## src/rtl/reg_file_np.sv

```systemverilog
// rtl/reg_file_np.sv - parametrised 1W/2R register file with bypass, zero-R0, valid bits and sweep-clear
// Registered read ports; a CLR pulse starts a DEPTH-cycle sweep that zeroes one entry per edge.
module reg_file_np #(
  parameter int WIDTH   = 10,
  parameter int DEPTH   = 8,
  parameter int BYPASS  = 1,
  parameter int ZERO_R0 = 0,
  localparam int AW     = $clog2(DEPTH)
) (
  input  logic             CLKb,
  input  logic             RSTb,
  input  logic [WIDTH-1:0] D,
  input  logic             ENW,
  input  logic [AW-1:0]    WRA,
  input  logic             ENR0,
  input  logic [AW-1:0]    RDA0,
  input  logic             ENR1,
  input  logic [AW-1:0]    RDA1,
  input  logic             CLR,
  output logic             BUSY,
  output logic [WIDTH-1:0] Q0,
  output logic [WIDTH-1:0] Q1,
  output logic             VAL0,
  output logic             VAL1
);

  typedef enum logic {S_IDLE, S_SWEEP} state_t;

  state_t                r_state;
  state_t                w_state_nxt;
  logic [AW-1:0]         r_cnt;
  logic                  w_busy;
  logic                  w_wr_acc;

  logic [WIDTH-1:0]      r_mem [DEPTH];
  logic [DEPTH-1:0]      r_valid;

  logic [AW-1:0]         w_rda [2];
  logic [1:0]            w_ren;
  logic [1:0][WIDTH-1:0] w_nq;
  logic [1:0]            w_nv;
  logic [1:0][WIDTH-1:0] r_q;
  logic [1:0]            r_v;

  always_ff @(posedge CLKb or negedge RSTb) begin
    if (!RSTb) begin
      r_state <= S_IDLE;
      r_cnt   <= '0;
    end else begin
      r_state <= w_state_nxt;
      r_cnt   <= (r_state == S_SWEEP) ? r_cnt + AW'(1) : '0;
    end
  end

  // CLR is only looked at in IDLE, so a pulse mid-sweep can neither restart nor extend it.
  always_comb begin
    w_state_nxt = r_state;
    case (r_state)
      S_IDLE:  if (CLR) w_state_nxt = S_SWEEP;
      S_SWEEP: if (r_cnt == AW'(DEPTH - 1)) w_state_nxt = S_IDLE;
      default: w_state_nxt = S_IDLE;
    endcase
  end

  always_comb begin
    w_busy = 1'b0;
    if (r_state == S_SWEEP) w_busy = 1'b1;
  end

  assign w_wr_acc = ENW && !w_busy && !((ZERO_R0 != 0) && (WRA == '0));

  always_ff @(posedge CLKb or negedge RSTb) begin
    if (!RSTb) begin
      for (int i = 0; i < DEPTH; i++) r_mem[i] <= '0;
      r_valid <= '0;
    end else begin
      if (w_wr_acc) begin
        r_mem[WRA]   <= D;
        r_valid[WRA] <= 1'b1;
      end
      if (w_busy) begin
        r_mem[r_cnt]   <= '0;
        r_valid[r_cnt] <= 1'b0;
      end
    end
  end

  assign w_rda[0] = RDA0;
  assign w_rda[1] = RDA1;
  assign w_ren    = {ENR1, ENR0};

  always_comb begin
    w_nq = '0;
    w_nv = '0;
    for (int p = 0; p < 2; p++) begin
      w_nq[p] = r_mem[w_rda[p]];
      w_nv[p] = r_valid[w_rda[p]];
      if ((BYPASS != 0) && w_wr_acc && (WRA == w_rda[p])) begin
        w_nq[p] = D;
        w_nv[p] = 1'b1;
      end
      if ((ZERO_R0 != 0) && (w_rda[p] == '0)) begin
        w_nq[p] = '0;
        w_nv[p] = 1'b1;
      end
    end
  end

  always_ff @(posedge CLKb or negedge RSTb) begin
    if (!RSTb) begin
      r_q <= '0;
      r_v <= '0;
    end else begin
      for (int p = 0; p < 2; p++) begin
        if (w_ren[p]) begin
          r_q[p] <= w_nq[p];
          r_v[p] <= w_nv[p];
        end
      end
    end
  end

  assign BUSY = w_busy;
  assign Q0   = r_q[0];
  assign Q1   = r_q[1];
  assign VAL0 = r_v[0];
  assign VAL1 = r_v[1];

endmodule

```

## config.mk

```make
export PLATFORM = sky130hd
export DESIGN_NAME = reg_file_np
export DESIGN_NICKNAME = d
export VERILOG_FILES = /design/src/rtl/reg_file_np.sv
export SDC_FILE = /design/constraint.sdc
export NUM_CORES = 1
export LEC_CHECK = 0
export BUFFER_PORTS_ARGS = -buffer_cell sky130_fd_sc_hd__buf_2
export CORE_UTILIZATION = 55
export DETAILED_ROUTE_END_ITERATION = 7
export PLACE_DENSITY_LB_ADDON = 0.15
export SYNTH_ARGS = -nofsm -noshare
export SYNTH_HDL_FRONTEND = slang
export SYNTH_SLANG_ARGS = --single-unit
```

## constraint.sdc

```tcl
create_clock -name CLKb -period 1.5 [get_ports CLKb]
set_input_delay 0.3 -clock CLKb [delete_from_list [all_inputs] [get_ports CLKb]]
set_output_delay 0.3 -clock CLKb [all_outputs]
set_load 0.01 [all_outputs]
```

# After elaboration in Yosys (flattened, before gate mapping)
# Index checks and enable logic that the tools add are counted.
[word_totals]
in_bits = 25
wordCells = 81
output_inout_bits = 23
reg_bits = 114
[op_classes]
reduce_logical = 8
bitwise = 10
n_eq_ne = 3
n_addsub = 1
n_mux = 32
magnitude_cmp = 12
[op_table]
columns = ["op", "count"]
rows = [
  ["$mux 80", 2],
  ["$and 80x80->80", 1],
  ["$bwmux 80", 1],
  ["$mux 10", 8],
  ["$not 80->80", 1],
  ["$bmux 10 s3", 2],
  ["$demux 10 s3", 2],
  ["$ge 4x4->1 const B", 4],
  ["$lt 3x4->1 const B", 4],
  ["$mux 8", 2],
  ["$not 3->4", 4],
  ["$mux 1", 9],
  ["$and 8x8->8", 1],
  ["$lt 4x1->1 const B", 2],
  ["$not 8->8", 1],
  ["$or 8x8->8", 1],
  ["$logic_and 1x1->1", 7],
  ["$bmux 1 s3", 2],
  ["$demux 1 s3", 2],
  ["$eq 3x3->1", 2],
  ["$ge 3x1->1 const B", 2],
  ["$add 3x1->3 const B", 1],
  ["$eq 3x3->1 const B", 1],
  ["$mux 3", 1],
  ["other kinds (3)", 3],
]

# Longest topological paths before layout
# Gate-level depths: netlist of run 1.
[logic_depth]
depth_word = 9
ltp_mapped = 6

# Worst setup path after synthesis of run 1
# Ideal clock, no wire load.
[synth_path]
path_kind = "input -> register"
from = "in RDA1[2]"
to = "reg r_q (netlist bit Q1[2])"
path_buffers = 2
arrival_ps = 1475
setup_ps = 126
slack_ps = -101
cell_stages = 5
path_cell_list = "buf_2 > buf_4 > mux4_2 > mux2_2 > a221o_1"
[synth_between]
elab_chain_cells = 5
elab_cells_between_ends = 7
classes_between = "eq/ne (1); mux (4); bitwise (1); reduce/logical (1)"
[synth_lines]
columns = ["item", "line", "text"]
rows = [
  ["start: declaration", "18", "input logic [AW-1:0] RDA1,"],
  ["$not 3->4 (not written as such)", "96", "w_nq[p] = r_mem[w_rda[p]];"],
  ["$bmux 10 s3", "96", ""],
  ["$mux 10 (not written as such) (2 in series)", "96", ""],
  ["$mux 10 (*)", "98", "if ((BYPASS != 0) && w_wr_acc && (WRA == w_rda[p])) begin"],
  ["end signal: indexed assignment", "116", "r_q[p] <= w_nq[p];"],
  ["end: declaration", "42", "logic [1:0][WIDTH-1:0] r_q;"],
]
# Every way passes the cells marked *; elsewhere a longest branch is shown, timed or not. The select of a mux whose other input is x is not followed.
# A chain may end at the register's enable or synchronous reset.

# Worst setup path in the final report of run 1
[layout_path]
from = "reg r_mem[72] (netlist name)"
to = "reg r_q (netlist bit Q1[2])"
[layout_between]
elab_chain_cells = 4
[layout_lines]
columns = ["item", "line", "text"]
rows = [
  ["start: declaration", "35", "logic [WIDTH-1:0] r_mem [DEPTH];"],
  ["start signal: indexed assignment", "78", "r_mem[WRA] <= D;"],
  ["start signal: indexed assignment", "82", "r_mem[r_cnt] <= '0;"],
  ["$bmux 10 s3", "96", ""],
  ["$mux 10 (not written as such) (2 in series)", "96", ""],
  ["$mux 10", "98", ""],
]
# No other way between the ends. The select of a mux whose other input is x is not followed.

==> impl_metrics.json, run 1 <==
{
  "violations": "negative setup slack",
  "track_usage_pct": 37.72,
  "synth_flop_cell": "dfrtp_1",
  "maxCapViolCount": 0,
  "syn_avg_cell_area_sq_um": 10.49,
  "hpwl_microns": 13530,
  "drive_gt1_share_pct": 30.07,
  "areaGrowthSynthToFinish_pct": 22.59,
  "grt_pass1_wl_microns": 32270,
  "finalNetCount": 709,
  "async_flop_share_pct": 100.0,
  "final_cells": 838,
  "firstDrtPassIters": 5,
  "rows": 39,
  "clkLatencyLatePin_ns": 0.43,
  "setup_violations": 5,
  "crit_required_ns": 1.81,
  "rsz0062_at_grt": "true",
  "cts.sinks": 114,
  "fp.dieW_microns": 110.1,
  "yosys_warnings": 0,
  "status": "finished with violations",
  "slew_headroom_pct": 72.91,
  "port_buffers": 47,
  "drc": 0,
  "finalCritPeriodShare_pct": 104.2,
  "synth-seq-cells": 114,
  "arrival_ns": 1.87,
  "dp_cells": 804,
  "cts_tree": "done",
  "root_buffer": "clkbuf_16",
  "clock_skew_ns": 0.009225,
  "slew_violations": 0,
  "syn_inst": 613,
  "power_density_mw_per_mm2": 1594,
  "finalHoldViolCount": 0,
  "antenna_found_initial": 0,
  "end_kind": "flip-flop",
  "synth_edf_count": 0,
  "synth_area_sq_mm": 0.006430,
  "fp.dieH_microns": 110.1,
  "cts_buffers": 17,
  "vias": 5810,
  "wl_microns": 21550,
  "crit_type": "reg -> reg",
  "clk_path_buf_depth": 2,
  "synth_cell_types": 36,
  "clkSlewWorstSetupHoldPaths_ns": 0.05,
  "ir_drop_mv": 1.641,
  "max_freq_mhz": 640.0,
  "crit_path_max_fanout": 3,
  "hold_path.class": "in -> reg",
  "fin_area_sq_mm": 0.007883,
  "vias_per_cell": 6.933,
  "n_antenna_cell": 0,
  "final_cell_mix": "113 x dfrtp_1, 90 x a21oi_1, 81 x nand3_1",
  "ant_nets": 0,
  "overflow": 0,
  "io_pins": 48,
  "wl_per_cell_microns": 25.71,
  "layout_commonest_cell": "dfrtp_1",
  "p_leak_nw": 3.523,
  "startpoint_type": "flip-flop",
  "setup_ws_ns": -0.06241,
  "die_area_sq_mm": 0.01213,
  "gp_congestion": 0.8828,
  "grt_max_degree": 45,
  "place_area_sq_mm": 0.007262,
  "ctsHtreeMaxLevel": 4,
  "core_sq_mm": 0.01142,
  "regToRegSetupSlack_ns": -0.06,
  "grt_pass1_vias": 5741,
  "period_needed_ns": 1.562,
  "initial_utilization_pct": 56.31,
  "drt_iter0_markers": 660,
  "fillerInstances": 837,
  "synth_nets": 640,
  "yosysSeqAreaShare_pct": 44.37,
  "worst_pin_slew_ns": 0.4063
}
==> metal layers <==
| layer | GRT usage [%] | vias up | routed length (microns) |
|---|---|---|---|
| met1 | 47.46 | 2929 | 8062 |
| met3 | 11.82 | 65 | 2509 |
| li1 | - | 2418 | - |
| met4 | 18.98 | 0 | 762 |
| met5 | 0 | - | 0 |
| met2 | 59.02 | 398 | 10210 |
==> timing repair <==
item                                    in CTS  in global routing
endpoints found under the setup margin      15                 31
setup buffers                                1                  0
endpoints found under the hold margin       21                  0
pin swaps                                    0                  0
hold buffers                                 1                  0
gates resized for setup                      7                  4
==> through the flow <==
stage | utilization [%] | setup WS [ns] | hold slack [ns] | total power, mW | setup TNS, ns
finish | 69.03 | -0.06241 | 0.1078 | 12.56 | -0.2814
global placement | 63.60 | -0.3479 | 0.2477 | 8.157 | -4.265
detailed placement | 63.60 | -0.3347 | 0.2504 | 8.318 | -5.462
global route | 69.03 | -0.09492 | 0.1491 | 13.05 | -0.3962
floorplan | - | -0.04389 | 0.004409 | 6.581 | -0.1851
CTS | 69.00 | -0.06143 | 0.1021 | 12.46 | -0.2446
==> flip-flops by register name (all words and copies together) (netlist names) <==
signal   count
r_valid      8
r_mem       80
Q1          10
r_cnt        3
Q0          10
r_v          2
r_state      1
==> layout make-up <==
cell class                      instances  area (sq um)  share of cell area (%)
Clock buffer                           21         460.4                   5.841
Clock inverter                         11         135.1                   1.714
Inverter                               14         52.55                  0.6667
Multi-Input combinational cell        409          3139                   39.83
Sequential cell                       114          2854                   36.21
Tap cell                              143         178.9                   2.270
Timing Repair Buffer                  126          1062                   13.48
==> report_power, final <==
part           switching (mW)  leakage (nW)  internal (mW)
Combinational            2.14          1.69           1.76
Clock                    1.43         0.292           2.67
Sequential              0.681          1.54           3.87
Total                    4.26          3.52           8.31
==> cell families after synthesis <==
logic type               share of synthesized area (%)
AO/OA/AOI/OAI                                    16.33
buffers and inverters                            7.180
flip-flops                                       44.37
adder cells (fa/ha/maj)                         0.3891
XOR/XNOR                                        0.8173
multiplexers                                     19.67
AND/OR/NAND/NOR                                  11.25
==> path summary, 6_finish.rpt <==
check	start	end	cells past startpoint
max	r_mem[72]	Q1[2]	3
min	CLR	r_state	3
max reg2reg	r_mem[72]	Q1[2]	3
min reg2reg	r_valid[1]	r_valid[1]	2
max in group asynchronous	RSTb	r_mem[62]	3
min in group asynchronous	RSTb	r_valid[2]	2
==> cells in the mapped netlist (2+ instances only) <==
cell type,instances,area [sq um]
a221oi_1,15,131.4
nand3b_1,2,15.01
mux4_2,34,765.7
nor2_1,32,120.1
buf_8,2,30.03
ha_1,2,25.02
and2_1,2,12.51
xnor2_1,6,52.55
buf_1,2,7.510
buf_6,4,45.04
inv_1,14,52.55
nor2b_1,6,37.54
clkbuf_8,5,68.82
nor3_1,2,10.01
a41oi_1,2,17.52
clkbuf_1,50,187.7
mux4_1,10,262.8
mux2_2,5,56.30
nand2b_1,4,25.02
a21oi_1,90,450.4
a221o_1,5,50.05
buf_2,11,55.05
o21ai_0,80,400.4
mux2i_1,18,180.2
nand2_1,2,7.510
nand3_1,81,405.4
and3b_1,4,35.03
buf_4,2,15.01
dfrtp_1,114,2853
==> worst max-delay path, cell delays in order, from the launching register on <==
cell     delay, ns
dfrtp_1       0.41
mux4_2        0.47
mux2_2        0.28
a221o_1       0.29
Power figures use the tool's default switching activity.
==> run 2: changes to the inputs <==
--- a/config.mk
+++ b/config.mk
@@ -5,9 +5,10 @@
 export SDC_FILE = /design/constraint.sdc
 export NUM_CORES = 1
 export LEC_CHECK = 0
-export BUFFER_PORTS_ARGS = -buffer_cell sky130_fd_sc_hd__buf_2
-export CORE_UTILIZATION = 55
+export CORE_UTILIZATION = 58
 export DETAILED_ROUTE_END_ITERATION = 7
+export DONT_BUFFER_PORTS = 1
+export MAX_ROUTING_LAYER = met4
 export PLACE_DENSITY_LB_ADDON = 0.15
 export SYNTH_ARGS = -nofsm -noshare
 export SYNTH_HDL_FRONTEND = slang
==> run 2 against run 1 <==
The flow finishes with violations (negative hold slack, negative setup slack). Global-route usage grew 0.53 points. Maximum frequency shrank 2.3%. Critical path depth is the same. Combinational power shrank 5.1%. Die area shrank 5.1%. Sequential power is essentially flat. Via count shrank 3.8%. Worst setup slack lost 0.038 ns. Total power grew 1.2%. Sequential share of layout area grew 1.3 points. Utilization grew 1.2 points. Clock skew grew 0.0018 ns. Critical endpoint is now Q0[6]. Largest power group unchanged.
==> impl_metrics.json, run 2 (same netlist as run 1, synthesis figures left out) <==
{
  "status": "finished with violations",
  "violations": "negative hold slack, negative setup slack",
  "areaGrowthSynthToFinish_pct": 18.47,
  "hpwl_microns": 11660,
  "cts_tree": "done",
  "grt_max_degree": 115,
  "hold_path.class": "in -> async",
  "grt_most_used_layer": "met2",
  "hold_slack_ns": -0.5400,
  "finalCritPeriodShare_pct": 106.7,
  "largest_register_ffs": 80,
  "startpoint_type": "flip-flop",
  "drive_gt1_share_pct": 23.10,
  "drc": 0,
  "finalHoldViolCount": 114,
  "cts_buffers": 17,
  "vias_per_cell": 7.234,
  "period_needed_ns": 1.600,
  "wl_microns": 20720,
  "ctsHoldBuffers": 14,
  "regMostFlops": "r_mem",
  "crit_type": "reg -> reg",
  "initial_utilization_pct": 59.31,
  "max_freq_mhz": 625.0,
  "overflow": 0,
  "fp.dieW_microns": 107.3,
  "ctsHtreeMaxLevel": 4,
  "ant_nets": 0,
  "die_area_sq_mm": 0.01151,
  "end_kind": "flip-flop",
  "clock_skew_ns": 0.01101,
  "port_buffers": 0,
  "worst_pin_slew_ns": 0.4958,
  "maxCapViolCount": 0,
  "finalNetCount": 647,
  "grt_pass1_wl_microns": 31040,
  "use_met2_pct": 57.47,
  "clkLatencyLatePin_ns": 0.53,
  "layout_commonest_cell": "dfrtp_1",
  "p_leak_nw": 3.256,
  "arrival_ns": 2.02,
  "grt_pass1_vias": 5408,
  "firstDrtPassIters": 6,
  "clk_path_buf_depth": 2,
  "ir_drop_mv": 0.7489,
  "wl_per_cell_microns": 26.81,
  "cts.sinks": 114,
  "drt_iter0_markers": 943,
  "antenna_found_initial": 1,
  "io_pins": 48,
  "core_sq_mm": 0.01084,
  "crit_required_ns": 1.92,
  "place_area_sq_mm": 0.006603,
  "power.total_mw": 12.71,
  "fin_area_sq_mm": 0.007617,
  "crit_path_max_fanout": 3,
  "setup_ws_ns": -0.09997,
  "use_met1_pct": 50.90,
  "rows": 38,
  "rsz0062_at_grt": "true",
  "clkSlewWorstSetupHoldPaths_ns": 0.06,
  "slew_headroom_pct": 66.83,
  "vias": 5592,
  "power_density_mw_per_mm2": 1669,
  "final_cell_mix": "113 x dfrtp_1, 81 x a21oi_1, 80 x nand3_1, 80 x o21ai_0",
  "gp_congestion": 0.8230,
  "slew_violations": 0,
  "pre_cts_ws_ns": -0.09587,
  "root_buffer": "clkbuf_8",
  "track_usage_pct": 38.25,
  "setup_violations": 8,
  "regToRegSetupSlack_ns": -0.1,
  "fp.dieH_microns": 107.3,
  "grt_use_met3_pct": 8.777
}
==> run 2: cell count changes in the layout (fill, tap and decap cells not counted), sizes merged <==
| cell | before | now |
|---|---|---|
| clkbuf | 21 | 25 |
| clkinv | 6 | 3 |
| bufinv | 3 | 5 |
| buf | 125 | 47 |
| diode | 0 | 1 |
| dlygate4sd3 | 1 | 14 |
| clkinvlp | 2 | 1 |
==> run 2: timing repair <==
action | 4_1_cts | 5_1_grt
resized for setup | 6 | 20
cloned | 0 | 3
hold endpoints to repair | 217 | 114
buffers inserted | 7 | 3
setup endpoints to repair | 8 | 20
pin swaps | 0 | 2
==> run 2: critical path, cell delays in order, from the launching register on <==
cell and delay (ns):
dfrtp_1 0.41, mux4_2 0.50, mux2_4 0.29, a221o_1 0.29
==> run 2: where the power goes <==
group | switching [mW] | leakage [nW] | internal [mW] | total (mW)
logic | 1.97 | 1.40 | 1.74 | 3.71
clock network | 1.44 | 0.317 | 3.03 | 4.47
registers | 0.661 | 1.54 | 3.87 | 4.53
total | 4.07 | 3.26 | 8.64 | 12.7
==> run 2: worst paths after layout <==
kind | startpoint | end | depth (start not counted)
min in group CLKb | ENR0 | Q0[4] | 2
setup reg to reg | r_mem[36] | Q0[6] | 3
setup / recovery | r_mem[36] | Q0[6] | 3
max in group asynchronous | RSTb | r_mem[1] | 0
hold / removal | RSTb | r_v[0] | 0
hold reg to reg | r_valid[6] | r_valid[6] | 2
==> run 2: metal layers <==
metal | share of wire, % | up-vias | wire, microns
met5 | 0 | - | 0
met2 | 48 | 456 | 9926
li1 | - | 2288 | -
met1 | 37 | 2773 | 7639
met3 | 12 | 75 | 2519
met4 | 3.1 | 0 | 635
==> run 2: cell type report <==
cell class                 count  area, sq um
sequential                   114         2854
clock inverter                 9        176.4
inverter                      14        52.55
fill                         780         3223
tap                          140        175.2
clock buffer                  22        473.0
multi-input combinational    409         3208
timing repair buffer          64        675.6
antenna                        1        2.502
==> run 2: through the flow <==
| stage | util (%) | TNS, ns | hold WS (ns) | instances |
|---|---|---|---|---|
| finish | 70.27 | -0.4850 | -0.5400 | 773 |
| global route | 70.27 | -1.292 | -0.5534 | 773 |
| CTS | 68.65 | -0.2946 | -0.5468 | 767 |
| detailed placement | 60.91 | -0.3417 | 0.007125 | 715 |
| global placement | 60.91 | -0.1771 | 0.006379 | 715 |
| floorplan | - | -0.1851 | 0.004409 | 613 |
